<file path="src/rtl/bcd_stopwatch_pkg.sv">
// bcd_stopwatch_pkg: FSM states, seven-segment patterns and BCD helpers for the stopwatch
package bcd_stopwatch_pkg;

  typedef enum logic [1:0] {
    IDLE  = 2'd0,
    RUN   = 2'd1,
    PAUSE = 2'd2,
    DONE  = 2'd3
  } state_e;

  localparam logic [6:0] SEG_0     = 7'b1111110;
  localparam logic [6:0] SEG_1     = 7'b0110000;
  localparam logic [6:0] SEG_2     = 7'b1101101;
  localparam logic [6:0] SEG_3     = 7'b1111001;
  localparam logic [6:0] SEG_4     = 7'b0110011;
  localparam logic [6:0] SEG_5     = 7'b1011011;
  localparam logic [6:0] SEG_6     = 7'b1011111;
  localparam logic [6:0] SEG_7     = 7'b1110000;
  localparam logic [6:0] SEG_8     = 7'b1111111;
  localparam logic [6:0] SEG_9     = 7'b1110011;
  localparam logic [6:0] SEG_BLANK = 7'b0000000;

  function automatic logic [6:0] seg7(input logic [3:0] d);
    case (d)
      4'd0:    seg7 = SEG_0;
      4'd1:    seg7 = SEG_1;
      4'd2:    seg7 = SEG_2;
      4'd3:    seg7 = SEG_3;
      4'd4:    seg7 = SEG_4;
      4'd5:    seg7 = SEG_5;
      4'd6:    seg7 = SEG_6;
      4'd7:    seg7 = SEG_7;
      4'd8:    seg7 = SEG_8;
      4'd9:    seg7 = SEG_9;
      default: seg7 = SEG_BLANK;
    endcase
  endfunction

  function automatic logic [7:0] bcd_inc(input logic [7:0] v);
    return (v[3:0] == 4'd9) ? {v[7:4] + 4'd1, 4'd0} : {v[7:4], v[3:0] + 4'd1};
  endfunction

  function automatic logic [7:0] bcd_dec(input logic [7:0] v);
    return (v[3:0] == 4'd0) ? {v[7:4] - 4'd1, 4'd9} : {v[7:4], v[3:0] - 4'd1};
  endfunction

  // Valid BCD values order the same way as their decimal meaning, so a plain compare works
  function automatic logic bcd_ok(input logic [7:0] v, input logic [7:0] max);
    return (v[7:4] <= 4'd9) && (v[3:0] <= 4'd9) && (v <= max);
  endfunction

endpackage

</file>
<file path="src/rtl/bcd_stopwatch_tick_gen.sv">
// tick_gen: prescaler producing a one-cycle enable every CLK_HZ/TICK_HZ clocks
module tick_gen #(
  parameter int CLK_HZ  = 1_000_000,
  parameter int TICK_HZ = 1
) (
  input  logic CLK,
  input  logic RST_N,
  input  logic clr,
  input  logic en,
  output logic tick
);
  localparam int DIV = CLK_HZ / TICK_HZ;
  localparam int W   = $clog2(DIV);

  if ((CLK_HZ % TICK_HZ) != 0 || DIV < 2) begin : g_bad_div
    $error("tick_gen: CLK_HZ/TICK_HZ must be an integer >= 2");
  end

  logic [W-1:0] cnt_q;

  assign tick = en && (cnt_q == W'(DIV - 1));

  // Count enabled cycles, restarting after each tick; clr wins over en
  always_ff @(posedge CLK or negedge RST_N) begin
    if (!RST_N) cnt_q <= '0;
    else if (clr) cnt_q <= '0;
    else if (en) cnt_q <= tick ? '0 : cnt_q + 1'b1;
  end

endmodule

</file>
<file path="src/rtl/bcd_stopwatch.sv">
// bcd_stopwatch: two-digit BCD up/down stopwatch with lap freeze and seven-segment outputs
module bcd_stopwatch
  import bcd_stopwatch_pkg::*;
#(
  parameter int CLK_HZ    = 1_000_000,
  parameter int TICK_HZ   = 1,
  parameter int MAX_COUNT = 59
) (
  input  logic       CLK,
  input  logic       RST_N,
  input  logic       Start,
  input  logic       Stop,
  input  logic       Clear,
  input  logic       Down,
  input  logic       Load,
  input  logic [7:0] LoadVal,
  input  logic       Lap,
  output logic [7:0] Cnt,
  output logic [6:0] High,
  output logic [6:0] Low,
  output logic       Running,
  output logic       Done,
  output logic       Wrap,
  output logic       LapHold
);
  if (MAX_COUNT < 1 || MAX_COUNT > 99) begin : g_bad_max
    $error("bcd_stopwatch: MAX_COUNT must be in 1..99");
  end

  localparam logic [7:0] MAX_BCD = {4'(MAX_COUNT / 10), 4'(MAX_COUNT % 10)};

  state_e     state_q, state_d;
  logic [7:0] cnt_q, cnt_d;
  logic [7:0] disp_q, disp_d;
  logic       down_q, down_d;
  logic       done_q, done_d;
  logic       wrap_q, wrap_d;
  logic       lap_q, lap_d;
  logic       tick, pre_clr, pre_en;
  logic       clr, stp, sta, ld, step, start_idle, lap_take;
  logic [7:0] shown;

  // Commands resolve by priority: only the highest asserted one acts
  assign clr        = Clear;
  assign stp        = !Clear && Stop;
  assign sta        = !Clear && !Stop && Start;
  assign ld         = !Clear && !Stop && !Start && Load;
  assign start_idle = sta && (state_q == IDLE);
  assign step       = (state_q == RUN) && tick && !clr;
  assign lap_take   = !clr && Lap && !lap_q && (state_q == RUN);
  assign pre_clr    = clr || start_idle;
  assign pre_en     = (state_q == RUN);

  tick_gen #(.CLK_HZ(CLK_HZ), .TICK_HZ(TICK_HZ)) u_tick (
    .CLK  (CLK),
    .RST_N(RST_N),
    .clr  (pre_clr),
    .en   (pre_en),
    .tick (tick)
  );

  // FSM state register
  always_ff @(posedge CLK or negedge RST_N) begin
    if (!RST_N) state_q <= IDLE;
    else state_q <= state_d;
  end

  // FSM next state; a down-count reaching zero outranks a simultaneous Stop
  always_comb begin
    state_d = state_q;
    if (clr) state_d = IDLE;
    else if (step && down_q && cnt_q == 8'h01) state_d = DONE;
    else if (stp && state_q == RUN) state_d = PAUSE;
    else if (start_idle) state_d = (Down && cnt_q == 8'h00) ? DONE : RUN;
    else if (sta && state_q == PAUSE) state_d = RUN;
    else if (ld && state_q == DONE) state_d = IDLE;
  end

  // FSM outputs and display source
  always_comb begin
    Running = (state_q == RUN);
    shown   = lap_q ? disp_q : cnt_q;
    Cnt     = cnt_q;
    High    = seg7(shown[7:4]);
    Low     = seg7(shown[3:0]);
    Done    = done_q;
    Wrap    = wrap_q;
    LapHold = lap_q;
  end

  // Datapath next values: count, direction latch, pulses and lap freeze
  always_comb begin
    cnt_d  = clr ? 8'h00
           : step ? (down_q ? ((cnt_q != 8'h00) ? bcd_dec(cnt_q) : cnt_q)
                            : ((cnt_q == MAX_BCD) ? 8'h00 : bcd_inc(cnt_q)))
           : (ld && state_q != RUN && bcd_ok(LoadVal, MAX_BCD)) ? LoadVal
           : cnt_q;
    down_d = start_idle ? Down : down_q;
    done_d = !clr && ((step && down_q && cnt_q == 8'h01) || (start_idle && Down && cnt_q == 8'h00));
    wrap_d = step && !down_q && (cnt_q == MAX_BCD);
    lap_d  = clr ? 1'b0 : (Lap && lap_q) ? 1'b0 : lap_take ? 1'b1 : lap_q;
    disp_d = lap_take ? cnt_q : disp_q;
  end

  // Datapath registers
  always_ff @(posedge CLK or negedge RST_N) begin
    if (!RST_N) begin
      cnt_q  <= 8'h00;
      disp_q <= 8'h00;
      down_q <= 1'b0;
      done_q <= 1'b0;
      wrap_q <= 1'b0;
      lap_q  <= 1'b0;
    end else begin
      cnt_q  <= cnt_d;
      disp_q <= disp_d;
      down_q <= down_d;
      done_q <= done_d;
      wrap_q <= wrap_d;
      lap_q  <= lap_d;
    end
  end

endmodule

</file>
<file path="config.mk">
export PLATFORM = sky130hd
export DESIGN_NAME = bcd_stopwatch
export DESIGN_NICKNAME = d
export VERILOG_FILES = /design/src/rtl/bcd_stopwatch_pkg.sv /design/src/rtl/bcd_stopwatch_tick_gen.sv /design/src/rtl/bcd_stopwatch.sv
export SDC_FILE = /design/constraint.sdc
export NUM_CORES = 1
export LEC_CHECK = 0
export CORE_MARGIN = 2
export CORE_UTILIZATION = 62
export CTS_BUF_LIST = sky130_fd_sc_hd__clkbuf_2
export DETAILED_ROUTE_END_ITERATION = 8
export DONT_BUFFER_PORTS = 1
export PLACE_DENSITY = 0.78
export SLEW_MARGIN = 20
export SYNTH_ARGS = -nofsm -noshare
export SYNTH_HDL_FRONTEND = slang
export SYNTH_SLANG_ARGS = --single-unit
</file>
<file path="constraint.sdc">
create_clock -name CLK -period 4.32 [get_ports CLK]
set_input_delay 0.648 -clock CLK [delete_from_list [all_inputs] [get_ports CLK]]
set_output_delay 0.648 -clock CLK [all_outputs]
set_load 0.02 [all_outputs]
</file>
==> impl_results.md, run 1 <==
* RD Place Congestion at 0.8150
* Post-CTS setup buffer count at 0
* Share of layout cells above drive strength 1 at 0.09118
* HPWL after detailed placement at 4580 um
* Cell mode on critical path: o21ai_0
* Crit Path Max Fanout at 17
* EDFF count, synth at 0
* Core box area at about 0.0047 mm^2
* Antenna cells at 0
* Area added between synthesis and finish at 3.475%
* Die Y at roughly 74 um
* Synth top area share at 0.3475
* First-pass GRT wire length at 10,490 um
* Slew headroom at 0.4675
* Syn avg cell area at ~8.8 um^2
* Worst hold margin at roughly 0.017 ns
* CTS buffer count at 5
* Die area at roughly 0.0055 mm^2
* Flop2flop setup slack at roughly 1.8 ns
* Synth warnings at 0
* Worst path max stage delay at 0.70 ns
* Total Routing Usage GR at 0.2466
* Leading post-synthesis cells by cell area: dfrtp_1 35%, ha_1 7.9%, o21ai_0 5.1%
* Boundary Pins at 42
* Largest area contributor in the netlist: dfrtp_1
* Wire length per cell at roughly 16 um
* Critical-path top delay cell: dfrtp_1
* Setup TNS at 0 ns
* Post-CTS sizing at 0
* CP Cell Sequence: o21ai_0 -> inv_1 -> ha_1 -> nor2b_1 -> o21ai_0 -> o21ai_0
* Final instance area at 0.003129 mm^2
* Status: completed
* Vias per cell at ~6.3
* Post-route minimum period at roughly 3.4 ns
* CTS tree: yes
* F_max at around 290 MHz
* Starting DRT DRC Count at ~230
* Initial antenna violation count at 0
* ANT nets after route at 0
* Vias in the first global route at between 2,000 and 2,500
* Final slew viol count at 0
* Skew-Pair Late Insertion Delay at between 0.4 and 0.5 ns
* Required time worst endpoint at between 3 and 4 ns
* First drt pass iteration count at 4
* Largest net degree at the start of global routing at 43
* Input/output buffers at 0
* Final setup viols at 0
* Final period util at 0.7952
* Final hold viol count at 0
* Setup WS post-layout at around 0.9 ns
* Register area share after synthesis at 0.3475
* Drt drc at 0
* Seq cells post-synth at 42
* Clock sinks at 42
* Worst-path clk slew at 0.23 ns
* Htree depth at 2
* Worst hold-check path type: in2async
* Synth cell types at around 60
* Syn nets at 380
* Rows at 25
* Initial Util at 0.6403
* Drt total wl at approximately 6500 um
* Leakage power at roughly 1.3 nW
* Synth Cell Area at between 0.003 and 0.004 mm^2
* Pre-CTS setup slack at 1.294 ns
* Power Dens Cells at 274.3 mW/mm^2
* Critical path class: reg2out
* Arr. time, crit path at between 2 and 3 ns
* Vias at approximately 2,500
* Fin Clk Skew at 0.01779 ns
* Grt ovf at 0
* Post-Syn Instances at 345
* Placed inst area at 0.003033 mm^2
* RSZ-0062 raised after global routing: no
* DIE WIDTH at 73.84 um
* Worst VDD drop at 0.0002070 V
* Most frequent cell after synthesis: dfrtp_1
* Clk root buf: clkbuf_2
* Startpoint Class: flip-flop
* Most frequent cells after synthesis: 42 x dfrtp_1, 36 x nand2_1, 31 x o21ai_0, 28 x nor2_1, 24 x a21oi_1
* CTS Buffer Depth at 2
* Worst Tran Pin Value at ~0.8 ns
* Critical path endpoint category: output port
* Fillers at about 400
* Synth Flop Type: dfrtp_1
* Share of flip-flops with an asynchronous set or reset at 1.000
* Sequential standard cell area at 0.001051 mm^2
* Area of the multi-input gates at ~0.0019 mm^2
* Final net count at 374
* Max Cap Viol at 0
[path summary, 6_finish.rpt]
kind | start | to | cells after the start
hold / removal | RST_N | disp_q[0]$_DFFE_PN0P_ | 1
setup / recovery | LapHold$_DFFE_PN0P_ | Low[3] | 6
max in group asynchronous | RST_N | disp_q[4]$_DFFE_PN0P_ | 1
min in group CLK | Clear | state_q[0]$_DFFE_PN0P_ | 1
hold reg to reg | u_tick.cnt_q[0]$_DFFE_PN0P_ | u_tick.cnt_q[0]$_DFFE_PN0P_ | 1
setup reg to reg | Cnt[1]$_DFFE_PN0P_ | Cnt[4]$_DFFE_PN0P_ | 7
[worst max-delay path, delay by kind of cell (launching register included)]
kind                     cells  cell delay (ns)
adder cells (fa/ha/maj)      1             0.31
buffers and inverters        1             0.18
AO/OA/AOI/OAI                3             1.06
AND/OR/NAND/NOR              1             0.14
flip-flops                   1             0.70
[where the power goes]
| part | internal [W] | switching, W | leakage (nW) |
|---|---|---|---|
| clock | 0.0000970 | 0.000139 | 0.0352 |
| sequential | 0.000411 | 0.0000370 | 0.575 |
| combinational | 0.0000643 | 0.000111 | 0.708 |
| total | 0.000572 | 0.000286 | 1.32 |
[layer usage]
layer / global-route usage / part of all wire
met4: 0.06465 / 0.010
met1: 0.3105 / 0.44
met2: 0.4206 / 0.50
met5: 0 / 0
met3: 0.06173 / 0.047
[layout make-up]
type,instances,share of cell area
inverters,14,0.01679
multi-input cells,275,0.5918
flip-flops and latches,42,0.3359
well taps,67,0.02679
clock inverters,3,0.01439
clock buffers,5,0.007997
repair buffers,1,0.006397
[cell families (layout without fill, tap and decap cells)]
logic type,after synthesis,in the layout,synth area share
AO/OA/AOI/OAI,94,94,0.1941
multiplexers,19,19,0.06744
buffers and inverters,28,23,0.04220
XOR/XNOR,10,10,0.02896
AND/OR/NAND/NOR,133,133,0.2412
flip-flops,42,42,0.3475
adder cells (fa/ha/maj),19,19,0.07861
[state kept, by name, summed over array words and instances, names as in the netlist]
signal        flops
u_tick.cnt_q     20
state_q           2
Cnt               8
LapHold           1
Wrap              1
disp_q            8
down_q            1
Done              1
[what timing repair did]
action,CTS,global route
hold endpoints to repair,42,0
setup endpoints to repair,0,0
hold buffers,1,0
[cell usage in the layout (no fill, tap or decap), types with 2 or more instances in the layout]
master	synthesis	routed
nand2_1	36	36
xor2_1	9	9
nand3_1	14	14
o31ai_1	7	7
nor4b_1	2	2
or3_1	10	10
o21ai_0	31	31
clkinvlp_4	0	2
a221oi_1	2	2
nand3b_1	4	4
o21a_1	2	2
nor4_1	2	2
nor3b_1	2	2
o41ai_1	2	2
nor3_1	2	2
ha_1	19	19
mux2_2	11	11
a32oi_1	2	2
nor2_1	28	28
nor2b_1	7	7
o211ai_1	2	2
inv_1	14	14
a31oi_1	5	5
mux2i_1	8	8
and3_1	5	5
nand2b_1	2	2
clkbuf_2	0	5
a21oi_1	24	24
dfrtp_1	42	42
nand4bb_1	2	2
o2111ai_1	7	7
[per-stage QoR]
| stage | instances | utilization | power, W |
|---|---|---|---|
| 2_1_floorplan | 345 | - | 0.0005949 |
| 3_3_place_gp | 398 | 0.6421 | 0.0006141 |
| 3_5_place_dp | 398 | 0.6421 | 0.0006179 |
| 4_1_cts | 407 | 0.6612 | 0.0008587 |
| 5_1_grt | 407 | 0.6625 | 0.0009095 |
| 6_report | 407 | 0.6625 | 0.0008585 |
Power figures use the tool's default switching activity.
==> run 2, diff against run 1 <==
==> constraint.sdc (replaced) <==
create_clock -name CLK -period 3.35 [get_ports CLK]
set_input_delay 0.5025 -clock CLK [delete_from_list [all_inputs] [get_ports CLK]]
set_output_delay 0.5025 -clock CLK [all_outputs]
set_load 0.02 [all_outputs]
==> impl_results.md, run 2 (synthesis results as in run 1) <==
* Buf+Inv Stages, Crit Path at 2
* Clock sinks at between 40 and 50
* DIE WIDTH at 73.84 um
* Most common cell after layout, fill and taps aside: dfrtp_1
* Die Y at 73.84 um
* Power Dens Cells at roughly 320 mW/mm^2
* Core box area at about 0.0047 mm^2
* Worst Tran Pin Value at roughly 0.73 ns
* Startpoint Class: flip-flop
* Area added between synthesis and finish at 3.227%
* Max reg flops at 20
* Worst hold endpoint: state_q[0]$_DFFE_PN0P_
* Worst-path clk slew at ~0.19 ns
* Final setup viols at 0
* CTS buffer count at 5
* Die area at 0.005452 mm^2
* Drt drc at 0
* Max Cap Viol at 0
* Vias per cell at roughly 6.1
* Sequential power share at 0.568
* Final instance area at roughly 0.0031 mm^2
* Logic gate share of total power at 0.233
* Skew-Pair Late Insertion Delay at around 0.41 ns
* Critical path endpoint category: output port
* R2r endpoint: Cnt[3]$_DFFE_PN0P_
* Initial Util at 0.6403
* Wire length per cell at 15.58 um
* Initial antenna violation count at 0
* Worst hold-check path type: in2reg
* Htree depth at 2
* Final hold viol count at 0
* Final slew viol count at 0
* Boundary Pins at 42
* Tot Pwr at slightly above 0.001 W
* F_max at about 330 MHz
* Critical path class: reg2out
* Hold path depth at 1
* Top routing layer in use: met4
* Reg2Reg Launch Point: state_q[0]$_DFFE_PN0P_
* Vias in the first global route at about 2,200
* Clk pwr share at 0.199
* Input/output buffers at 0
* Arr. time, crit path at around 2.6 ns
* Int Pwr at 0.0006574 W
* HPWL after detailed placement at between 4000 and 5000 um
* FF-to-FF path depth at 6
* Share of layout cells above drive strength 1 at 0.09038
* Wire length on met1 at roughly 2900 um
* Slew headroom at 0.5038
* Final period util at 0.9100
* Leakage power at ~1.3 nW
* Fin Clk Skew at approximately 0.017 ns
* Worst VDD drop at roughly 0.00022 V
* Placed inst area at about 0.0031 mm^2
* CP Cell Sequence: inv_1 -> o21ai_1 -> inv_1 -> ha_1 -> nor2b_1 -> o21ai_0 -> o21ai_0
* Flop2flop setup slack at ~0.95 ns
* Final net count at 379
* Grt ovf at 0
* ANT nets after route at 0
* Starting DRT DRC Count at about 330
* Met3 wire len at between 300 and 400 um
* Total Routing Usage GR at 0.2428
* NetSw at 0.0003517 W
* Vias at about 2,500
* First drt pass iteration count at 4
* Clk root buf: clkbuf_2
* RD Place Congestion at between 0.8 and 0.9
* Largest delay contributor family on the critical path: compound AO/OA/AOI/OAI gates
* Setup TNS at 0 ns
* CTS tree: yes
* RSZ-0062 raised after global routing: no
* Critical-path top delay cell: dfrtp_1
* Required time worst endpoint at 2.85 ns
* DR WL met2 at 3081 um
* Antenna cells at 0
* Largest net degree at the start of global routing at between 40 and 50
* Biggest register: u_tick.cnt_q
* Status: completed
* Hold path startpoint: Clear
* CTS Buffer Depth at 2
* Post-route minimum period at just over 3 ns
* Switching share of total power at 0.3485
* Most frequent cells in the layout: 42 x dfrtp_1, 36 x nand2_1, 29 x o21ai_0, 28 x nor2_1, 24 x a21oi_1
* Rows at 25
* First-pass GRT wire length at 10,340 um
* Worst path max stage delay at just under 0.6 ns
* Worst hold margin at 0.1309 ns
* Crit Path Max Fanout at 6
* Drt total wl at approximately 6400 um
## run 2: cell count changes in the layout (fill, tap and decap cells not counted), sizes merged
cell	delta
dlygate4sd3	+1
bufinv	-1
clkinvlp	-2
clkinv	+1
buf	+4
## run 2: final cells by class
class	count	area, um^2
Clock buffer	5	25.02
Sequential cell	42	1051
Clock inverter	1	3.754
Timing Repair Buffer	6	60.06
Inverter	14	52.55
Fill cell	399	1602
Multi-Input combinational cell	275	1846
Tap cell	67	83.83
## run 2: routing by layer
| metal | up-vias | global-route usage |
|---|---|---|
| met3 | 8 | 0.05213 |
| met2 | 61 | 0.4038 |
| met5 | - | 0 |
| li1 | 1268 | - |
| met1 | 1176 | 0.3239 |
| met4 | 0 | 0.05455 |
## run 2: per-stage QoR
step / worst slack (ns) / util / std cells
after global routing: 0.07017 / 0.6609 / 410
after detailed placement: 0.5541 / 0.6485 / 402
final: 0.3014 / 0.6609 / 410
after global placement: 0.6698 / 0.6485 / 402
after floorplan: 0.6365 / - / 345
after CTS: 0.08027 / 0.6609 / 410
## run 2: how the worst max path moves through the flow
stage / startpoint / to / cells after the start
after floorplan: LapHold$_DFFE_PN0P_ / High[0] / 8
after global placement: Cnt[5]$_DFFE_PN0P_ / High[3] / 7
after detailed placement: Cnt[5]$_DFFE_PN0P_ / High[3] / 7
after CTS: Cnt[5]$_DFFE_PN0P_ / High[3] / 7
after global routing: Cnt[1]$_DFFE_PN0P_ / Low[3] / 7
final: Cnt[5]$_DFFE_PN0P_ / High[3] / 7
## run 2: power groups by stage
stage	Combinational, W	Sequential [W]	Clock (W)
floorplan	0.000202	0.000565	0
global placement	0.000216	0.000581	0
detailed placement	0.000219	0.000582	0
CTS	0.000235	0.000572	0.000205
global route	0.000266	0.000578	0.000224
finish	0.000235	0.000573	0.000201
## run 2: worst reg2reg max path: stages, from the launching register on
cell and delay (ns):
dfrtp_1 0.46, or2b_2 0.22, inv_1 0.18, nor4b_1 0.51
a21oi_1 0.35, and2_4 0.26, o41ai_1 0.34
## run 2: timing repair
| action | CTS | global route |
|---|---|---|
| endpoints found under the hold margin | 42 | 0 |
| buffers inserted | 0 | 0 |
| endpoints found under the setup margin | 0 | 4 |
| resized for setup | 0 | 2 |
| hold buffers | 2 | 0 |
==> run 3, diff against run 2 <==
==> constraint.sdc (replaced) <==
create_clock -name CLK -period 3.35 [get_ports CLK]
set_input_delay 0.5025 -clock CLK [delete_from_list [all_inputs] [get_ports CLK]]
set_output_delay 0.5025 -clock CLK [all_outputs]
set_load 0.005 [all_outputs]
==> impl_results.md, run 3 (synthesis results as in run 1) <==
* Worst hold-check path type: in2reg
* Post-CTS setup buffer count at 0
* Hold path depth at 1
* Wire length per cell at between 15 and 20 um
* Drt total wl at around 6500 um
* CP Cell Sequence: o21ai_0 -> inv_1 -> ha_1 -> nor2b_1 -> o21ai_0 -> o21ai_0
* Vias in the first global route at 2,265
* Power Dens Cells at between 300 and 400 mW/mm^2
* Grt ovf at 0
* F_max at ~320 MHz
* Area of the multi-input gates at 0.001846 mm^2
* CTS tree: yes
* CTS buffer count at 5
* Fillers at 421
* Flop2flop setup slack at 0.98 ns
* CTS Buffer Depth at 2
* Final setup viols at 0
* Core Util, Final at 0.6599
* NetSw at about 0.00033 W
* Critical path endpoint category: output port
* Share of layout cells above drive strength 1 at 0.09038
* Final hold viol count at 0
* Input/output buffers at 0
* Logic gate share of total power at 0.204
* Total Routing Usage GR at 0.2536
* Status: completed
* Die Y at about 74 um
* Most common cell after layout, fill and taps aside: dfrtp_1
* Worst-path clk slew at around 0.21 ns
* Pre-CTS setup slack at roughly 0.76 ns
* Clock sinks at between 40 and 50
* Starting DRT DRC Count at ~280
* Worst Tran Pin Value at between 0.7 and 0.8 ns
* GRT met3 Usage at 0.05487
* Max Cap Viol at 0
* HPWL after detailed placement at 4603 um
* DIE WIDTH at around 74 um
* Vias at approximately 2,600
* Slew headroom at 0.4616
* Worst VDD drop at approximately 0.00021 V
* Worst path max stage delay at around 0.64 ns
* ANT nets after route at 0
* Most frequent cells in the layout: 42 x dfrtp_1, 36 x nand2_1, 30 x o21ai_0, 28 x nor2_1, 24 x a21oi_1
* Boundary Pins at 42
* Final period util at 0.9226
* Final net count at 377
* Clk root buf: clkbuf_2
* Area added between synthesis and finish at 3.062%
* GR met2 Demand/Resource at 0.4315
* Required time worst endpoint at about 2.9 ns
* Setup WS post-layout at approximately 0.26 ns
* Setup TNS at 0 ns
* Clk pwr share at 0.224
* Cell mode on critical path: o21ai_0
* Switching share of total power at 0.3331
* Sequential standard cell area at ~0.0011 mm^2
* Rows at 25
* RSZ-0062 raised after global routing: no
* Vias per cell at 6.251
* FF-to-FF path depth at 5
* Initial Util at 0.6403
* First-pass GRT wire length at ~11,000 um
* Sequential power share at 0.572
* Core box area at 0.004723 mm^2
* RD Place Congestion at approximately 0.80
* Int Pwr at 0.0006659 W
* Final slew viol count at 0
* Met1 global-route usage at 0.3186
* R2r endpoint: u_tick.cnt_q[0]$_DFFE_PN0P_
* Hold path startpoint: Clear
* Post-route minimum period at 3.091 ns
* Reg2Reg Launch Point: u_tick.cnt_q[8]$_DFFE_PN0P_
* Htree depth at 2
* Critical-path top delay cell: dfrtp_1
* Crit Path Max Fanout at 17
* Die area at around 0.0055 mm^2
* Antenna cells at 0
* Fin Clk Skew at 0.007929 ns
* Largest net degree at the start of global routing at 43
* Worst hold endpoint: LapHold$_DFFE_PN0P_
* Startpoint Class: flip-flop
* Gr busiest metal: met2
* Skew-Pair Late Insertion Delay at 0.43 ns
* Max reg flops at 20
* First drt pass iteration count at 4
* Biggest register: u_tick.cnt_q
* Critical path class: reg2out
* Drt drc at 0
* Initial antenna violation count at 0
* Arr. time, crit path at around 2.6 ns
* Leakage power at about 1.3 nW
==> run 3: cell count changes in the layout (fill, tap and decap cells not counted) <==
cell and delta:
buf_4 -2, o21ai_0 +1, o21ai_1 -1, clkbuf_2 +1, clkinv_2 +1
==> run 3: per-layer routing <==
layer	vias up	wire length, um
met5	-	0
met1	1241	2826
met3	12	349
met2	53	3253
met4	0	116
li1	1257	-
==> run 3: power by group through the flow <==
stage                     logic [W]  clock network (W)  registers, W
after floorplan            0.000175                  0      0.000558
after global placement     0.000182                  0      0.000578
after detailed placement   0.000188                  0      0.000580
after CTS                  0.000203           0.000226      0.000570
after global routing       0.000236           0.000249      0.000577
final                      0.000204           0.000223      0.000572
==> run 3: repair_timing <==
action	in CTS	in global routing
gates resized for setup	0	1
hold endpoints to repair	42	0
hold buffers	2	0
endpoints found under the setup margin	0	1
==> run 3: final cells by class <==
class | instances | share of cell area
Multi-Input combinational cell | 275 | 0.5921
Tap cell | 67 | 0.02690
Inverter | 14 | 0.01686
Sequential cell | 42 | 0.3372
Timing Repair Buffer | 4 | 0.01445
Clock buffer | 6 | 0.009635
Clock inverter | 2 | 0.002810
==> run 3: critical path: cells and delay by family (launching register included) <==
kind | cells | cell delay, ns
flops | 1 | 0.64
fa+ha+maj | 1 | 0.30
compound gates | 3 | 0.89
buf+inv | 1 | 0.18
simple gates | 1 | 0.14
==> run 3: metrics by stage <==
step,hold slack [ns],cells,cell area [um^2],total power [W]
floorplan,0.2069,345,3024,0.0007327
global placement,0.2084,400,3048,0.0007599
detailed placement,0.2085,400,3048,0.0007674
CTS,0.1021,410,3117,0.0009991
global route,0.06957,410,3117,0.001061
finish,0.09779,410,3117,0.0009986
==> run 3: worst max-delay path by stage <==
stage                     endpoint  cells after the start  slack [ns]                start
after floorplan            High[3]                      8        1.03  LapHold$_DFFE_PN0P_
after global placement      Low[3]                      6        0.83  LapHold$_DFFE_PN0P_
after detailed placement    Low[3]                      6        0.76  LapHold$_DFFE_PN0P_
after CTS                   Low[3]                      6        0.25  LapHold$_DFFE_PN0P_
after global routing       High[3]                      6        0.04  LapHold$_DFFE_PN0P_
final                      High[3]                      6        0.26  LapHold$_DFFE_PN0P_
